## src/rtl/booth_mult4.sv

```systemverilog
// booth_mult4: sequential 4x4 signed radix-2 Booth multiplier with start/done handshake
//   Optional feature macro: BOOTH_BUSY_ABORT_EN (start while busy restarts from the current a/b)
//   Ports:
//     clk   - clock, rising edge
//     rst   - asynchronous active-high reset
//     start - request, accepted in IDLE or DONE
//     a, b  - signed 4-bit multiplicand / multiplier, captured on the accepting edge
//     busy  - high while iterations run
//     done  - one-cycle pulse when p updates
//     p     - signed 8-bit product, held until next completion or reset

// add_sub: 4-bit adder/subtractor stage, c0=1 subtracts b
module add_sub (
    input  logic [3:0] a,
    input  logic [3:0] b,
    input  logic       c0,
    output logic [3:0] s,
    output logic       ovf
);
    logic [3:0] w_b;
    always_comb begin
        w_b = b ^ {4{c0}};
        s   = a + w_b + {3'b000, c0};
        ovf = (a[3] == w_b[3]) && (s[3] != a[3]);
    end
endmodule

module booth_mult4 (
    input  logic       clk,
    input  logic       rst,
    input  logic       start,
    input  logic [3:0] a,
    input  logic [3:0] b,
    output logic       busy,
    output logic       done,
    output logic [7:0] p
);
    typedef enum logic [1:0] {IDLE, RUN, DONE} state_t;
    state_t     r_state;
    logic [3:0] r_a, r_q, r_m;
    logic       r_q1;
    logic [2:0] r_cnt;
    logic       r_busy, r_done;
    logic [7:0] r_p;
    logic [1:0] w_sel;
    logic       w_add;
    logic [3:0] w_sum, w_s, w_na, w_nq;
    logic       w_ovf, w_o;

    assign busy = r_busy;
    assign done = r_done;
    assign p    = r_p;

    add_sub u_add_sub (.a(r_a), .b(r_m), .c0(w_sel == 2'b10), .s(w_sum), .ovf(w_ovf));

    always_comb begin
        w_sel = {r_q[0], r_q1};
        w_add = w_sel[1] ^ w_sel[0];
        w_s   = w_add ? w_sum : r_a;
        w_o   = w_add ? w_ovf : 1'b0;
        // shift in the true sign so an overflowing add/subtract (M=-8) stays correct
        w_na  = {w_s[3] ^ w_o, w_s[3:1]};
        w_nq  = {w_s[0], r_q[3:1]};
    end

    always_ff @(posedge clk or posedge rst) begin
        if (rst) begin
            r_state <= IDLE;
            r_a     <= 4'd0;
            r_q     <= 4'd0;
            r_m     <= 4'd0;
            r_q1    <= 1'b0;
            r_cnt   <= 3'd0;
            r_busy  <= 1'b0;
            r_done  <= 1'b0;
            r_p     <= 8'h00;
        end else begin
            case (r_state)
                IDLE, DONE: begin
                    r_done <= 1'b0;
                    if (start) begin
                        r_state <= RUN;
                        r_busy  <= 1'b1;
                        r_a     <= 4'd0;
                        r_q     <= b;
                        r_m     <= a;
                        r_q1    <= 1'b0;
                        r_cnt   <= 3'd0;
                    end else begin
                        r_state <= IDLE;
                        r_busy  <= 1'b0;
                    end
                end
                RUN: begin
`ifdef BOOTH_BUSY_ABORT_EN
                    if (start) begin
                        r_a   <= 4'd0;
                        r_q   <= b;
                        r_m   <= a;
                        r_q1  <= 1'b0;
                        r_cnt <= 3'd0;
                    end else
`endif
                    begin
                        r_a   <= w_na;
                        r_q   <= w_nq;
                        r_q1  <= r_q[0];
                        r_cnt <= r_cnt + 3'd1;
                        if (r_cnt == 3'd3) begin
                            r_state <= DONE;
                            r_busy  <= 1'b0;
                            r_done  <= 1'b1;
                            r_p     <= {w_na, w_nq};
                        end
                    end
                end
                default: begin
                    r_state <= IDLE;
                    r_busy  <= 1'b0;
                    r_done  <= 1'b0;
                end
            endcase
        end
    end
endmodule
```

## config.mk

```make
export PLATFORM = sky130hd
export DESIGN_NAME = booth_mult4
export DESIGN_NICKNAME = d
export VERILOG_FILES = /design/src/rtl/booth_mult4.sv
export SDC_FILE = /design/constraint.sdc
export NUM_CORES = 1
export LEC_CHECK = 0
export CAP_MARGIN = 30
export CORE_MARGIN = 2
export CORE_UTILIZATION = 49
export DETAILED_ROUTE_END_ITERATION = 16
export DONT_BUFFER_PORTS = 1
export GPL_TIMING_DRIVEN = 0
export PLACE_DENSITY = 0.66
export SYNTH_ARGS = -nofsm -noshare
export SYNTH_HDL_FRONTEND = slang
export SYNTH_SLANG_ARGS = --single-unit
```

## constraint.sdc

```tcl
create_clock -name clk -period 2.15 [get_ports clk]
set_input_delay 0.1075 -clock clk [delete_from_list [all_inputs] [get_ports clk]]
set_output_delay 0.1075 -clock clk [all_outputs]
set_load 0.02 [all_outputs]
```

# --- Word-level counts from Yosys, hierarchy flattened ---
# Cells that the tools add are included.
word_totals:
  ff_bits: 28
  out_inout_bits: 10
op_classes:
  n_addsub: 3
  eq_ne: 8
  muxes: 18
  bitwise: 3
  reduce_logical: 7
ops:
  columns: ["cell", "count"]
  rows:
  - ["$pmux 4 s2", 2]
  - ["$mux 4", 3]
  - ["$mux 1", 7]
  - ["$pmux 3 s2", 1]
  - ["$reduce_and 2->1", 3]
  - ["$add 4x1->4", 1]
  - ["$add 4x4->4", 1]
  - ["$eq 2x2->1 const B", 2]
  - ["$ne 2x2->1 const B", 2]
  - ["$pmux 1 s2", 2]
  - ["$pmux 2 s2", 1]
  - ["$xor 4x4->4", 1]
  - ["$add 3x1->3 const B", 1]
  - ["$eq 3x2->1 const B", 1]
  - ["$mux 3", 1]
  - ["$eq 2x1->1 const B", 1]
  - ["$logic_not 2->1", 1]
  - ["$mux 2", 1]
  - ["$reduce_bool 2->1", 1]
  - ["$reduce_or 2->1", 1]
  - ["$xor 1x1->1", 2]
  - ["$eq 1x1->1", 1]
  - ["$logic_and 1x1->1", 1]
  - ["$ne 1x1->1", 1]

# --- Depth between registers and ports, before layout ---
# Gate-level depths: netlist of run 1.
depth:
  ltp_word: 9
  ltp_mapped: 10

# --- Modules after synthesis ---
# Synthesis of run 1 repeated with hierarchy kept, for this count alone.
hier_totals:
  hier_cells: 121
  hier_area_um2: 1332.5
by_module_without_submodules:
  columns: ["module", "instances", "cells_each", "area_per_inst_um2", "seq_area_each_um2"]
  rows:
  - ["booth_mult4", 1, 105, 1174.9, 675.6]
  - ["add_sub", 1, 16, 157.7, 0.0]

# --- Worst setup path after synthesis of run 1 ---
# OpenSTA, ideal clock, no wires.
synth_path:
  path_type: "flip-flop to flip-flop"
  from: "register r_q[0]"
  to: "register r_p[6], in the netlist p[6]"
  setup_time_ns: 0.082
  arrival_time_ns: 2.127
  required_ns: 2.068
  slack_ns: -0.059
  stages_incl_launch_ff: 10
  n_path_buf: 1
  synth_period_minus_slack_ns: 2.209
  path_cell_list: "dfrtp_1 ha_1 buf_6 xor2_1 ha_1 a21o_1 a31o_4 xnor2_1 or3_1 a31oi_1"
synth_between:
  elab_chain_len: 5
synth_rtl:
  columns: ["item", "line", "source"]
  rows:
  - ["from (decl)", "40", "logic [3:0] r_a, r_q, r_m;"]
  - ["from (signal assigned)", "106", "r_q <= w_nq;"]
  - ["$eq 2x2->1", "54", "add_sub u_add_sub (.a(r_a), .b(r_m), .c0(w_sel == 2'b10), .s(w_sum), .ovf(w_ovf));"]
  - ["$xor 4x4->4", "22", "w_b = b ^ {4{c0}};"]
  - ["$add 4x4->4", "23", "s = a + w_b + {3'b000, c0};"]
  - ["$add 4x1->4", "23", null]
  - ["$mux 4 *", "59", "w_s = w_add ? w_sum : r_a;"]
  - ["to (signal assigned)", "113", "r_p <= {w_na, w_nq};"]
  - ["to (decl)", "44", "logic [7:0] r_p;"]
# Mark *: on every way between the ends. The rest lies on a longest branch, timed or not.
# A chain may end at the register's enable or synchronous reset.

# --- Final worst setup path of run 1 ---
# Ends and elaborated chain as after synthesis.

==> results of run 1 <==
[cells in the mapped netlist]
cell type | count | share of area (%)
dfrtp_1 | 27 | 51
nand2_1 | 25 | 7.1
nor2_1 | 12 | 3.4
o21ai_0 | 11 | 4.2
clkbuf_1 | 5 | 1.4
ha_1 | 5 | 4.7
inv_1 | 5 | 1.4
mux2_2 | 4 | 3.4
o22ai_1 | 4 | 1.9
xnor2_1 | 4 | 2.6
nor2b_1 | 3 | 1.4
xor2_1 | 3 | 2.0
a21oi_1 | 2 | 0.75
a22o_1 | 2 | 1.3
nand2b_1 | 2 | 0.94
nand3_1 | 2 | 0.75
nand4_1 | 2 | 0.94
or3_1 | 2 | 0.94
a21o_1 | 1 | 0.57
a31o_2 | 1 | 0.66
a31o_4 | 1 | 1.3
a31oi_1 | 1 | 0.47
and3_1 | 1 | 0.47
buf_2 | 1 | 0.38
buf_6 | 1 | 0.85
fa_1 | 1 | 1.5
mux2_4 | 1 | 1.1
mux2i_1 | 1 | 0.75
o2111a_1 | 1 | 0.85
o211ai_2 | 1 | 0.94
[final cells by class]
cell class                 count  share of cell area [%]
clock buffer                   4                    1.68
sequential                    27                    43.1
buffer                         6                    1.52
timing repair buffer          15                    9.90
multi-input combinational     93                    40.2
inverter                       5                    1.20
tap                           30                    2.40
[power breakdown]
part	internal (W)	leakage, nW	switching (W)
clock	0.0000728	0.0150	0.000151
sequential	0.000764	0.325	0.000293
combinational	0.000770	0.376	0.000855
total	0.00161	0.716	0.00130
[flip-flops by register name, summed over array words and instances (netlist names)]
name and cells:
r_q1 1, r_cnt 3, r_m 4, p 8, r_state 2, busy 1, r_q 4, r_a 4
[final timing paths]
kind	start	to	slack, ps	cells after the start
worst max-delay path	r_q[0]	p[6]	-7	8
worst min-delay path	start	r_q[3]	100	4
worst max register to register	r_q[0]	p[6]	-7	8
worst min register to register	r_cnt[1]	r_cnt[1]	530	1
max in group asynchronous	rst	p[7]	1500	3
min in group asynchronous	rst	p[3]	210	2
[metrics by stage]
step / instances / hold slack [ps] / instance area (um^2) / utilization (%)
finish: 180 / 103 / 1570 / 62.1
global route: 180 / 123 / 1570 / 62.1
CTS: 180 / 84.1 / 1540 / 61.1
detailed placement: 163 / 41.1 / 1390 / 55.3
global placement: 162 / 219 / 1370 / 54.2
floorplan: 132 / 160 / 1330 / -
[what timing repair did]
| action | 4_1_cts | 5_1_grt |
|---|---|---|
| buffers inserted | 4 | 1 |
| pin swaps | 1 | 2 |
| hold buffers | 9 | 0 |
| resized for setup | 0 | 5 |
| hold endpoints to repair | 17 | 0 |
| endpoints found under the setup margin | 2 | 4 |
[kinds of logic after synthesis]
kind of cell,after synthesis
AND/OR/NAND/NOR,49
XOR/XNOR,7
flip-flops,27
adder cells (fa/ha/maj),6
multiplexers,6
AO/OA/AOI/OAI,25
buffers and inverters,12
[routing by layer]
layer / up-vias / track usage, %
li1: 482 / -
met1: 484 / 25.7
met2: 19 / 31.9
met3: 4 / 3.26
met4: 0 / 6.12
met5: - / 0
[worst reg2reg max path: stages (launching register included)]
cell and delay (ps):
dfrtp_1 440, ha_4 200, xor2_2 150, ha_1 320, a21o_1 180, a31o_4 230, xnor2_1 140, or3_1 310
a31oi_1 130
==> metrics.md, run 1 <==
| Metric | Value |
|---|---|
| Synth Cell Area | 1330 um^2 |
| Critical Path AT | 2420 ps |
| Netlist cell types | 30 |
| Die area | 3140 um^2 |
| Drc violations | 0 |
| CTS tree | built |
| Fmax | 464 MHz |
| Clk pin slew, worst setup/hold paths | 140 ps |
| Post-Syn Area per Cell | 10.0 um^2 |
| Worst hold path class | in2reg |
| Crit end category | flip-flop |
| WL met1 | 1240 um |
| Max Root-Sink Buffers | 2 |
| DR pass1 iterations | 4 |
| Final setup skew | 2.05 ps |
| CTS Root Cell | clkbuf_4 |
| Port bufs | 0 |
| Hold Violations, Final | 0 |
| Peak supply drop | 1030 uV |
| Outcome | complete, but fails checks |
| Share of layout cells above drive strength 1 | 15.3% |
| DR iter-0 viols | 11 |
| Largest net degree at the start of global routing | 19 |
| Minimum clock period after layout | 2160 ps |
| Die X | 56.0 um |
| Initial Util | 52.6% |
| Type of origin of the critical path | flip-flop |
| Commonest cells after routing, fill and taps aside | dfrtp_1, nand2_1, nor2_1, o21ai_0, dlygate4sd3_1 |
| Htree depth | 1 |
| Post-Synth Adder-Cell Area | 6.23% |
| #FFs+latches synth | 27 |
| Cell Chain, Critical Path | ha_4 -> xor2_2 -> ha_1 -> a21o_1 -> a31o_4 -> xnor2_1 -> or3_1 -> a31oi_1 |
| Detail Route Antenna Nets | 0 |
| Synthesized net count | 149 |
| RSZ-0062 raised after global routing | true |
| Total wire length | 2720 um |
| Metal2 WL | 1370 um |
| Gr usage total | 19.3% |
| YS warnings | 0 |
| WL met3 | 83 um |
| Power after layout | 0.00291 W |
| Antenna violations before repair | 0 |
| Aggregate global routing overflow | 0 |
| Slowest cell delay on critical path | 440 ps |
| Final GP Congestion | 0.774 |
| DP Worst Slack | -101 ps |
| CP top delay family | compound AO/OA/AOI/OAI gates |
| Worst slew margin | 66.7% |
| CORE AREA | 2520 um^2 |
| First-pass GRT wire length | 4780 um |
| Xor/xnor share of the synthesized area | 4.62% |
| Fin nets | 168 |
| Slew Limit Fails | 0 |
| Leakage power | 0.716 nW |
| Crit Path Max Fanout | 6 |
| Setup ws final | -7.46 ps |
| Total CTS buffers | 3 |
| Via Count | 989 |
| Site row count | 18 |
| Vias per cell | 5.49 |
| Vias in the first global route | 1028 |
| Crit share post-route | 100% |
| Measured slew at the worst slew-check pin | 499 ps |
| I/O pin cnt | 21 |
| FF+latch area | 676 um^2 |
| Fillers | 227 |
| DR top layer | met4 |
| Seq/Total Area, Yosys | 50.9% |
| Post-Synth Simple-Gate Area | 15.9% |
| Mux contribution to synthesized area | 5.28% |
| Diodes inserted | 0 |
| Clk sinks | 27 |
| Power Density | 1850 nW/um^2 |
| Req. time, crit path | 2410 ps |
| Hpwl dp | 1890 um |
| Chip height | 56.0 um |
| Setup TNS | -7.46 ps |
| Post-synthesis cell count | 132 |
| Critical path class | reg2reg |
| Compound-gate portion of the synthesized area | 12.9% |
| Final setup fails | 1 |
| Worst path buffer plus inverter count | 0 |
| Slowest CP cell | dfrtp_1 |
| Multi-input gate area in the final layout | 629 um^2 |
| Commonest non-fill, non-tap cell in the layout | dfrtp_1 |
| Worst skew pair latency | 330 ps |
| Largest family of logic cells by synthesized area | simple AND/OR/NAND/NOR gates |
| WL per Instance | 15.1 um |
| Failing checks | negative setup slack |
| Syn-to-layout area delta | 18.1% |
| Max-cap violations | 0 |
Power figures use the tool's default switching activity.
==> run 2, diff against run 1 <==
--- a/config.mk
+++ b/config.mk
@@ -12,6 +12,7 @@
 export DONT_BUFFER_PORTS = 1
 export GPL_TIMING_DRIVEN = 0
 export PLACE_DENSITY = 0.66
+export REMOVE_ABC_BUFFERS = 1
 export SYNTH_ARGS = -nofsm -noshare
 export SYNTH_HDL_FRONTEND = slang
 export SYNTH_SLANG_ARGS = --single-unit
==> metrics.md, run 2 (synthesized netlist as in run 1, its figures left out) <==
| Metric | Value |
|---|---|
| Register-to-register setup slack | 20 ps |
| Outcome | complete, no violations |
| CTS Root Cell | clkbuf_4 |
| Vias per cell | 5.58 |
| Antenna violations before repair | 0 |
| Max FFs per register | 8 |
| Syn-to-layout area delta | 13.8% |
| Worst hold path class | in2reg |
| DR iter-0 viols | 18 |
| First-pass GRT wire length | 4620 um |
| Max-cap violations | 0 |
| DP Worst Slack | -212 ps |
| Worst skew pair latency | 330 ps |
| Vias in the first global route | 956 |
| Cell Chain, Critical Path | ha_4 -> xor2_2 -> ha_1 -> a21o_1 -> a31o_4 -> xnor2_1 -> or3_1 -> a31oi_1 |
| Measured slew at the worst slew-check pin | 537 ps |
| Final setup fails | 0 |
| Total CTS buffers | 3 |
| Port bufs | 0 |
| Type of origin of the critical path | flip-flop |
| Site row count | 18 |
| Fillers | 219 |
| Initial Util | 52.6% |
| Multi-input gate area in the final layout | 626 um^2 |
| Final GP Congestion | 0.752 |
| Aggregate global routing overflow | 0 |
| CP Depth | 8 |
| Detail Route Antenna Nets | 0 |
| Total wire length | 2590 um |
| Die area | 3140 um^2 |
| Crit path to | p[6] |
| Commonest cells after routing, fill and taps aside | dfrtp_1, nand2_1, nor2_1, o21ai_0, dlygate4sd3_1 |
| Slowest cell delay on critical path | 440 ps |
| Minimum clock period after layout | 2130 ps |
| Slowest CP cell | dfrtp_1 |
| Fmax | 470 MHz |
| Crit Path Max Fanout | 6 |
| Worst slew margin | 64.1% |
| FF-to-FF Start | r_q[0] |
| Setup ws final | 20.2 ps |
| Largest net degree at the start of global routing | 16 |
| Worst path buffer plus inverter count | 0 |
| WL per Instance | 15.1 um |
| Crit Reg-Reg Endpoint | p[6] |
| Hold Violations, Final | 0 |
| Drc violations | 0 |
| CORE AREA | 2520 um^2 |
| Chip height | 56.0 um |
| Diodes inserted | 0 |
| CP top delay family | compound AO/OA/AOI/OAI gates |
| Commonest non-fill, non-tap cell in the layout | dfrtp_1 |
| RSZ-0062 raised after global routing | true |
| Clk sinks | 27 |
| Gr usage total | 18.7% |
| Max Root-Sink Buffers | 2 |
| Crit end category | flip-flop |
| Via Count | 960 |
| Hold Path Stages | 3 |
| Worst R2R Path Depth | 8 |
| Hpwl dp | 1790 um |
| Die X | 56.0 um |
| I/O pin cnt | 21 |
| Crit share post-route | 99.1% |
| Req. time, crit path | 2420 ps |
| Clk pin slew, worst setup/hold paths | 140 ps |
| Final setup skew | 2.26 ps |
| CTS tree | built |
| Critical Path Start | r_q[0] |
| Htree depth | 1 |
| FF+latch area | 676 um^2 |
| Slew Limit Fails | 0 |
| DR pass1 iterations | 4 |
| Share of layout cells above drive strength 1 | 15.5% |
| Critical Path AT | 2390 ps |
| Fin nets | 160 |
| Critical path class | reg2reg |
[run 2: changes by cell type in the layout (fill, tap and decap cells not counted), sizes merged]
cell and change:
dlygate4sd3 -1, buf -2, clkbuf -5
[run 2: what timing repair did]
action,CTS,global route
gates resized for setup,5,3
endpoints found under the hold margin,19,0
setup buffers,3,1
pin swaps,4,3
hold buffers,8,0
setup endpoints to repair,5,4
[run 2: cell type report]
| type | instances | share of cell area [%] |
|---|---|---|
| Multi-Input combinational cell | 93 | 41.5 |
| Tap cell | 30 | 2.49 |
| Timing Repair Buffer | 13 | 8.29 |
| Clock buffer | 4 | 1.74 |
| Sequential cell | 27 | 44.8 |
| Inverter | 5 | 1.24 |
[run 2: worst min-delay path by stage]
| stage | end | slack [ps] | from |
|---|---|---|---|
| after floorplan | busy | 160 | rst |
| after global placement | r_m[1] | 220 | a[1] |
| after detailed placement | p[3] | 70 | rst |
| after CTS | r_q[3] | 7 | b[3] |
| after global routing | r_q[3] | 30 | b[3] |
| final | r_q[3] | 5 | b[3] |
[run 2: tightest hold or removal path: stages]
cell and delay, ps:
nand2_1 30, and3_1 140, a21oi_1 40
[run 2: routing by layer]
metal | vias to the layer above | GRT usage [%] | wire [um]
met5 | - | 0 | 0
met4 | 0 | 6.12 | 17
met3 | 2 | 2.79 | 60
met2 | 13 | 30.1 | 1330
met1 | 481 | 25.9 | 1180
li1 | 464 | - | -
[run 2: per-stage QoR]
stage	hold WS, ps	utilization, %	setup TNS (ps)	cell area, um^2	std cells
floorplan	160	-	-54.7	1290	125
global placement	219	52.7	-318	1330	155
detailed placement	68.2	53.3	-506	1340	156
CTS	7.31	59.3	0	1500	171
global route	29.7	59.8	-112	1510	172
finish	4.55	59.8	0	1510	172
Power of run 2 is left out: the tool's default activity adds up to more than one toggle a clock period on the data nets, which glitch-free logic cannot reach.
==> run 3, diff against run 2 <==
--- a/config.mk
+++ b/config.mk
@@ -11,7 +11,6 @@
 export DETAILED_ROUTE_END_ITERATION = 16
 export DONT_BUFFER_PORTS = 1
 export GPL_TIMING_DRIVEN = 0
-export PLACE_DENSITY = 0.66
 export REMOVE_ABC_BUFFERS = 1
 export SYNTH_ARGS = -nofsm -noshare
 export SYNTH_HDL_FRONTEND = slang
==> constraint.sdc (replaced) <==
create_clock -name clk -period 2.65 [get_ports clk]
set_input_delay 0.1325 -clock clk [delete_from_list [all_inputs] [get_ports clk]]
set_output_delay 0.1325 -clock clk [all_outputs]
set_load 0.02 [all_outputs]
==> metrics.md, run 3 (synthesized netlist as in run 1, its figures left out) <==
| Metric | Value |
|---|---|
| Crit Path Max Fanout | 6 |
| Antenna violations before repair | 0 |
| Worst skew pair latency | 320 ps |
| Final GP Congestion | 0.692 |
| Design area | 1460 um^2 |
| Req. time, crit path | 2910 ps |
| Fmax | 427 MHz |
| Leakage power | 0.676 nW |
| Type of origin of the critical path | flip-flop |
| I/O pin cnt | 21 |
| Placed Area | 1360 um^2 |
| Critical path class | reg2reg |
| Fin nets | 156 |
| Crit share post-route | 88.3% |
| Final setup fails | 0 |
| Total CTS buffers | 3 |
| RSZ-0062 raised after global routing | false |
| WL per Instance | 15.4 um |
| Post-CTS Setup Inserts | 0 |
| Die X | 56.0 um |
| Htree depth | 1 |
| Chip height | 56.0 um |
| Final Hold Slack | 37.0 ps |
| Fillers | 228 |
| Measured slew at the worst slew-check pin | 747 ps |
| Drc violations | 0 |
| Vias in the first global route | 971 |
| Via Count | 924 |
| Gr usage total | 17.9% |
| Max Root-Sink Buffers | 2 |
| Post-cts sizing count | 0 |
| Share of layout cells above drive strength 1 | 8.70% |
| Detail Route Antenna Nets | 0 |
| Fin util | 58.0% |
| Slew Limit Fails | 0 |
| Port bufs | 0 |
| Clk sinks | 27 |
| Hold Violations, Final | 0 |
| Final setup skew | 5.71 ps |
| Vias per cell | 5.50 |
| Minimum clock period after layout | 2340 ps |
| Peak supply drop | 827 uV |
| Critical Path AT | 2600 ps |
| Total wire length | 2590 um |
| Commonest non-fill, non-tap cell in the layout | dfrtp_1 |
| DR iter-0 viols | 26 |
| Hpwl dp | 1860 um |
| CTS tree | built |
| Max-cap violations | 0 |
| Setup TNS | 0 ps |
| First-pass GRT wire length | 4440 um |
| Hold Path Stages | 3 |
| DR pass1 iterations | 4 |
| Syn-to-layout area delta | 10.3% |
| Worst hold path class | in2reg |
| Die area | 3140 um^2 |
| Max FFs per register | 8 |
| Diodes inserted | 0 |
| Site row count | 18 |
| CORE AREA | 2520 um^2 |
| Worst slew margin | 50.1% |
| Clk pin slew, worst setup/hold paths | 150 ps |
| Outcome | complete, no violations |
| Aggregate global routing overflow | 0 |
| Commonest cells after routing, fill and taps aside | dfrtp_1, nand2_1, nor2_1, o21ai_0, dlygate4sd3_1 |
| Crit end category | flip-flop |
| Initial Util | 52.6% |
| Largest net degree at the start of global routing | 17 |
| CTS Root Cell | clkbuf_4 |
| Worst R2R Path Depth | 8 |
| Power Density | 1500 nW/um^2 |
run 3: metal layers:
metal / vias to the layer above / routed length, um / track usage [%]
met5: - / 0 / 0
met4: 0 / 15 / 5.78
met2: 12 / 1280 / 29.9
met1: 453 / 1220 / 23.7
met3: 2 / 75 / 2.79
li1: 457 / - / -
run 3: power by group:
group	internal (W)	switching (W)	total, W
Sequential	0.000620	0.000244	0.000863
Combinational	0.000515	0.000632	0.00115
Clock	0.0000589	0.000122	0.000181
Total	0.00119	0.000998	0.00219
run 3: cell type report:
cell class / count / area [um^2] / share of cell area [%]
flip-flops and latches: 27 / 676 / 46.2
multi-input cells: 93 / 597 / 40.8
repair buffers: 9 / 108 / 7.36
well taps: 30 / 37.5 / 2.57
clock buffers: 4 / 26.3 / 1.80
inverters: 5 / 18.8 / 1.28
run 3: metrics by stage:
stage | worst slack (ps) | std cells | total power [W]
5_1_grt | 164 | 168 | 0.00239
3_3_place_gp | 352 | 155 | 0.00196
3_5_place_dp | 309 | 156 | 0.00202
4_1_cts | 273 | 168 | 0.00221
6_report | 309 | 168 | 0.00219
2_1_floorplan | 461 | 125 | 0.00177
run 3: repair_timing:
item                                    in CTS  in global routing
hold buffers                                 8                  0
endpoints found under the setup margin       0                  0
hold endpoints to repair                    18                  0
run 3: worst max-delay path, cell delays in order (launching register included):
cell and delay [ps]:
dfrtp_1 430, ha_1 300, xor2_1 180, ha_1 340, a21o_1 200, a31o_4 230, xnor2_1 130, or3_1 310
a31oi_1 160
run 3: path summary, 6_finish.rpt:
path / slack (ps) / from / endpoint
max: 310 / r_q[0] / p[6]
min: 40 / b[3] / r_q[3]
max reg2reg: 310 / r_q[0] / p[6]
min reg2reg: 520 / r_m[2] / r_m[2]
max in group asynchronous: 1890 / rst / r_state[1]
min in group asynchronous: 280 / rst / p[0]
